[src/rtl/frame_extremum_tracker_if.sv]
// Sample-in / record-out handshake bundle for frame_extremum_tracker.
interface frame_extremum_tracker_if #(
  parameter int WIDTH = 6,
  parameter int IDX_W = 4
);
  logic             in_valid;
  logic             in_ready;
  logic [WIDTH-1:0] in_data;
  logic             in_sign;
  logic             in_last;
  logic             out_valid;
  logic             out_ready;
  logic [WIDTH-1:0] out_min;
  logic [WIDTH-1:0] out_max;
  logic [IDX_W-1:0] out_min_idx;
  logic [IDX_W-1:0] out_max_idx;
  logic [IDX_W:0]   out_count;
  logic             out_signed;

  modport master (
    output in_valid, in_data, in_sign, in_last, out_ready,
    input  in_ready, out_valid, out_min, out_max, out_min_idx, out_max_idx,
           out_count, out_signed
  );

  modport slave (
    input  in_valid, in_data, in_sign, in_last, out_ready,
    output in_ready, out_valid, out_min, out_max, out_min_idx, out_max_idx,
           out_count, out_signed
  );
endinterface

[src/rtl/frame_extremum_tracker.sv]
// Running min/max (with first-occurrence index) over a frame of samples,
// compared signed or unsigned per frame; one registered record per frame.
module frame_extremum_tracker #(
  parameter int WIDTH     = 6,
  parameter int FRAME_LEN = 16,
  parameter int IDX_W     = 4
) (
  input  logic                    clk,
  input  logic                    rst,
  frame_extremum_tracker_if.slave bus
);
  typedef enum logic [1:0] {IDLE, ACCUM, HOLD} state_t;

  typedef struct packed {
    logic [WIDTH-1:0] mn;
    logic [WIDTH-1:0] mx;
    logic [IDX_W-1:0] mn_idx;
    logic [IDX_W-1:0] mx_idx;
    logic [IDX_W:0]   cnt;
    logic             sgn;
  } rec_t;

  localparam logic [IDX_W:0] LEN = (IDX_W+1)'(FRAME_LEN);

  state_t state_q, state_d;
  rec_t   acc_q, acc_d;   // running accumulator; cnt is the sample counter
  rec_t   out_q, out_d;   // record presented downstream

  // Flipping the MSB maps two's complement order onto unsigned order.
  function automatic logic less(input logic [WIDTH-1:0] a,
                                input logic [WIDTH-1:0] b,
                                input logic             s);
    logic [WIDTH-1:0] ax, bx;
    ax = a;
    bx = b;
    if (s) begin
      ax[WIDTH-1] = ~a[WIDTH-1];
      bx[WIDTH-1] = ~b[WIDTH-1];
    end
    return ax < bx;
  endfunction

  logic           accept;
  logic [IDX_W:0] cnt_inc;

  assign bus.in_ready = (state_q != HOLD);
  assign accept       = bus.in_valid && bus.in_ready;
  assign cnt_inc      = acc_q.cnt + 1'b1;

  always_comb begin
    state_d = state_q;
    acc_d   = acc_q;
    out_d   = out_q;
    unique case (state_q)
      IDLE: begin
        if (accept) begin
          acc_d.mn     = bus.in_data;
          acc_d.mx     = bus.in_data;
          acc_d.mn_idx = '0;
          acc_d.mx_idx = '0;
          acc_d.cnt    = (IDX_W+1)'(1);
          acc_d.sgn    = bus.in_sign;
          if (bus.in_last || FRAME_LEN == 1) begin
            state_d = HOLD;
            out_d   = acc_d;
          end else begin
            state_d = ACCUM;
          end
        end
      end
      ACCUM: begin
        if (accept) begin
          // strict compares keep the earliest index on ties
          if (less(bus.in_data, acc_q.mn, acc_q.sgn)) begin
            acc_d.mn     = bus.in_data;
            acc_d.mn_idx = acc_q.cnt[IDX_W-1:0];
          end
          if (less(acc_q.mx, bus.in_data, acc_q.sgn)) begin
            acc_d.mx     = bus.in_data;
            acc_d.mx_idx = acc_q.cnt[IDX_W-1:0];
          end
          acc_d.cnt = cnt_inc;
          if (bus.in_last || cnt_inc == LEN) begin
            state_d = HOLD;
            out_d   = acc_d;
          end
        end
      end
      HOLD: begin
        if (bus.out_ready) state_d = IDLE;
      end
      default: state_d = IDLE;
    endcase
  end

  always_ff @(posedge clk) begin
    if (rst) begin
      state_q <= IDLE;
      acc_q   <= '0;
      out_q   <= '0;
    end else begin
      state_q <= state_d;
      acc_q   <= acc_d;
      out_q   <= out_d;
    end
  end

  assign bus.out_valid   = (state_q == HOLD);
  assign bus.out_min     = out_q.mn;
  assign bus.out_max     = out_q.mx;
  assign bus.out_min_idx = out_q.mn_idx;
  assign bus.out_max_idx = out_q.mx_idx;
  assign bus.out_count   = out_q.cnt;
  assign bus.out_signed  = out_q.sgn;
endmodule

[src/flat_wrapper.sv]
// flat-port wrapper written by rule: the top's interface ports become plain ports
module frame_extremum_tracker_flat 
#(
  parameter int WIDTH     = 6,
  parameter int FRAME_LEN = 16,
  parameter int IDX_W     = 4
)
  (clk, rst, bus_in_valid, bus_in_data, bus_in_sign, bus_in_last, bus_out_ready, bus_in_ready, bus_out_valid, bus_out_min, bus_out_max, bus_out_min_idx, bus_out_max_idx, bus_out_count, bus_out_signed);
  frame_extremum_tracker_if #(.WIDTH(WIDTH), .IDX_W(IDX_W)) bus_i ();
  input  logic clk;
  input  logic rst;
  input wire logic [$bits(bus_i.in_valid)-1:0] bus_in_valid;
  input wire logic [$bits(bus_i.in_data)-1:0] bus_in_data;
  input wire logic [$bits(bus_i.in_sign)-1:0] bus_in_sign;
  input wire logic [$bits(bus_i.in_last)-1:0] bus_in_last;
  input wire logic [$bits(bus_i.out_ready)-1:0] bus_out_ready;
  output wire logic [$bits(bus_i.in_ready)-1:0] bus_in_ready;
  output wire logic [$bits(bus_i.out_valid)-1:0] bus_out_valid;
  output wire logic [$bits(bus_i.out_min)-1:0] bus_out_min;
  output wire logic [$bits(bus_i.out_max)-1:0] bus_out_max;
  output wire logic [$bits(bus_i.out_min_idx)-1:0] bus_out_min_idx;
  output wire logic [$bits(bus_i.out_max_idx)-1:0] bus_out_max_idx;
  output wire logic [$bits(bus_i.out_count)-1:0] bus_out_count;
  output wire logic [$bits(bus_i.out_signed)-1:0] bus_out_signed;
  assign bus_i.in_valid = bus_in_valid;
  assign bus_i.in_data = bus_in_data;
  assign bus_i.in_sign = bus_in_sign;
  assign bus_i.in_last = bus_in_last;
  assign bus_i.out_ready = bus_out_ready;
  assign bus_in_ready = bus_i.in_ready;
  assign bus_out_valid = bus_i.out_valid;
  assign bus_out_min = bus_i.out_min;
  assign bus_out_max = bus_i.out_max;
  assign bus_out_min_idx = bus_i.out_min_idx;
  assign bus_out_max_idx = bus_i.out_max_idx;
  assign bus_out_count = bus_i.out_count;
  assign bus_out_signed = bus_i.out_signed;
  frame_extremum_tracker #(.WIDTH(WIDTH), .FRAME_LEN(FRAME_LEN), .IDX_W(IDX_W)) u_core (.clk(clk), .rst(rst), .bus(bus_i));
endmodule
[config.mk]
export PLATFORM = sky130hd
export DESIGN_NAME = frame_extremum_tracker_flat
export DESIGN_NICKNAME = d
export VERILOG_FILES = /design/src/rtl/frame_extremum_tracker_if.sv /design/src/rtl/frame_extremum_tracker.sv /design/src/flat_wrapper.sv
export SDC_FILE = /design/constraint.sdc
export NUM_CORES = 1
export LEC_CHECK = 0
export BUFFER_PORTS_ARGS = -buffer_cell sky130_fd_sc_hd__buf_2
export CAP_MARGIN = 20
export CORE_UTILIZATION = 55
export CTS_CLUSTER_DIAMETER = 150
export DETAILED_ROUTE_END_ITERATION = 10
export PLACE_DENSITY = 0.77
export SETUP_SLACK_MARGIN = 0.05
export SLEW_MARGIN = 15
export SYNTH_ARGS = -nofsm -noshare
export SYNTH_HDL_FRONTEND = slang
export SYNTH_SLANG_ARGS = --single-unit
[constraint.sdc]
create_clock -name clk -period 4.7 [get_ports clk]
set_input_delay 0.94 -clock clk [delete_from_list [all_inputs] [get_ports clk]]
set_output_delay 0.94 -clock clk [all_outputs]
set_load 0.01 [all_outputs]
==> results_dict.tcl <==
set metrics [dict create \
    outcome "finished clean" \
    insertion_delay_ns 0.30 \
    antenna_found_initial 0 \
    max_freq_ghz 0.358 \
    ys_ff_latch 54 \
    postRouteAntennaNets 0 \
    rsz0062_at_grt "false" \
    synth_cells 326 \
    worst-setup-path-type "input port to flop" \
    clock-root-buffer "clkbuf_8" \
    synth_warnings 0 \
    die_w_um 73.6 \
    tightest_slew_ns 0.977 \
    tns_ns 0 \
    drt_first_pass_iters 4 \
    seq_area_frac_synth 0.384 \
    synth_cell_types 44 \
    drtIter0Drc 195 \
    overflow 0 \
    required_ns 4.85 \
    cts_tree "yes" \
    crit_path_start_kind "input port" \
    clock-sinks 54 \
    drive_above_1_share 0.178 \
    grt_pass1_vias 2016 \
    die-area_mm2 0.00541 \
    nets 373 \
    clk_pin_slew_worst_paths_ns 0.09 \
    hold_class "flop to flop" \
    grt_usage 0.239 \
    rows 25 \
    via_per_inst 5.76 \
    synth_edf_count 0 \
    ios 40 \
    dp_hpwl_mm 4.08 \
    cts_hold_buffers 0 \
    whs_ns 0.475 \
    wl_per_cell_um 14.6 \
    cp.arrival_ns 2.95 \
    htreeDepth 2 \
    die_y_um 73.6 \
    totalWireLength_mm 6.07 \
    synth_area_mm2 0.00282 \
    io_buffer_count 39 \
    setup_viol 0 \
    cts_buffer_depth 2 \
    cts_buffers 5 \
    p_leak_nw 1.18 \
    max_slew_margin 0.348 \
    fin_crit_ns 2.80 \
    crit_path_end_kind "flop" \
    gp_congestion 0.860 \
    antenna_cells 0 \
    clock_skew_ns 0.00541 \
    async_flop_share 0 \
    slew_violations 0 \
    vias 2397 \
    fill_cells 443 \
    synth_nets 350 \
    synthToLayoutAreaGrowth_pct 9.01 \
    power_density_mw_per_mm2 313 \
    hold_violations 0 \
    fp.coreArea_mm2 0.00482 \
    start_util 0.585 \
    cts_resized 0 \
    crit_fanout 17 \
    fin_crit_sh 0.595 \
    ys.flop_type "dfxtp_1" \
    syn_area_per_cell_um2 8.64 \
    maxCapViolations 0 \
    drc 0 \
    grt_max_degree 56 \
    grt_pass1_wl_mm 9.80 \
    postCtsSetupRepairBufs 0 \
    ir_worst_vdd_mv 0.153 \
]
## cell usage in the layout, fill, tap and decap left out, types with 2 or more instances in the layout
master     n
nor2b_1    2
nand2_1   29
a21oi_1   52
inv_1     17
clkbuf_8   6
mux2i_1   18
o31a_1     2
a211oi_1  11
o22a_1     2
a211oi_2   3
buf_4      3
nand4b_1   2
nor2_1    10
o211a_1    2
nand3_1   13
a311oi_1   4
xnor2_1    3
ha_1      12
dfxtp_1   54
or2_2      3
nand4_1    3
o21ai_4    2
buf_2     39
o21ai_0   28
o32ai_1    6
xor2_1     3
nand2b_1   5
o21a_1     2
## report_power, final
group,switching (mW),internal [mW],leakage (nW)
Combinational,0.0986,0.0583,0.684
Clock,0.146,0.171,0.0573
Sequential,0.0145,0.475,0.440
Total,0.259,0.704,1.18
## cell type report
class                   count  area [um2]  share of cell area
repair buffers             42         218              0.0709
clock buffers               6        82.6              0.0269
flip-flops and latches     54        1080               0.352
clock inverters             1        30.0             0.00978
inverters                  17        63.8              0.0208
well taps                  67        83.8              0.0273
multi-input cells         229        1510               0.492
## synthesized netlist by cell type, drive strengths merged (2+ instances only)
cell type / count / area [um2]
clkbuf: 14 / 65.1
o211a: 2 / 20.0
nand4: 3 / 18.8
mux2i: 18 / 180
nor2b: 2 / 12.5
inv: 17 / 63.8
and2: 2 / 13.8
xnor2: 3 / 26.3
nand4b: 2 / 17.5
or2: 3 / 18.8
nand3: 14 / 82.6
o31a: 2 / 17.5
o21a: 2 / 15.0
nand2: 29 / 109
buf: 11 / 86.3
nand2b: 5 / 31.3
a211oi: 14 / 120
nor2: 10 / 37.5
o22a: 2 / 17.5
ha: 12 / 150
nor3: 2 / 21.3
o21ai: 31 / 181
o32ai: 6 / 52.6
xor2: 3 / 26.3
a21oi: 52 / 260
a311oi: 4 / 35.0
dfxtp: 54 / 1080
## worst max-delay path, cell delays in order
cell and delay [ns]:
buf_2 0.14, xnor2_1 0.21, inv_1 0.07, ha_1 0.31, nand4b_1 0.12, or2_2 0.33
o21ai_4 0.42, mux2i_1 0.30, a211oi_2 0.10
## path summary, 6_finish.rpt
check,startpoint,endpoint,slack (ns),cells after the start
worst min-delay path,u_core.bus.out_count[4],u_core.bus.out_count[4],0.48,2
worst max-delay path,bus_in_data[5],u_core.bus.out_min[3],1.90,9
worst max register to register,u_core.acc_q[0],u_core.bus.out_min[3],2.28,8
worst min register to register,u_core.bus.out_count[4],u_core.bus.out_count[4],0.48,2
## layer usage
layer  wire length (um)  up-vias  global-route usage  share of wire
met5                  0        -                   0              0
met1               2980     1116               0.352           0.49
met3                385        8              0.0508          0.063
met4                 95        0              0.0876          0.016
met2               2610       65               0.338           0.43
li1                   -     1208                   -              -
## through the flow
| step | cell area, um2 | setup WS [ns] | power [mW] | cells | utilization |
|---|---|---|---|---|---|
| 2_1_floorplan | 2820 | 2.11 | 0.619 | 326 | - |
| 3_3_place_gp | 2960 | 1.70 | 0.653 | 409 | 0.614 |
| 3_5_place_dp | 2960 | 1.63 | 0.655 | 409 | 0.614 |
| 4_1_cts | 3070 | 1.94 | 0.968 | 416 | 0.638 |
| 5_1_grt | 3070 | 1.78 | 1.01 | 416 | 0.638 |
| 6_report | 3070 | 1.90 | 0.963 | 416 | 0.638 |
## sequential cells by signal (all words and copies together), names as in the netlist
signal and count:
u_core.bus.out_count 5, u_core.bus.out_max_idx 4, u_core.state_q 2, u_core.bus.out_signed 1, u_core.bus.out_max 6, u_core.acc_q 26, u_core.bus.out_min_idx 4, u_core.bus.out_min 6
## logic make-up after synthesis
| kind of cell | synth area share |
|---|---|
| compound gates | 0.265 |
| xor+xnor | 0.0187 |
| fa+ha+maj | 0.0533 |
| buf+inv | 0.0795 |
| flops | 0.384 |
| mux | 0.0639 |
| simple gates | 0.136 |
No activity file was read; power rests on OpenSTA's default activity.
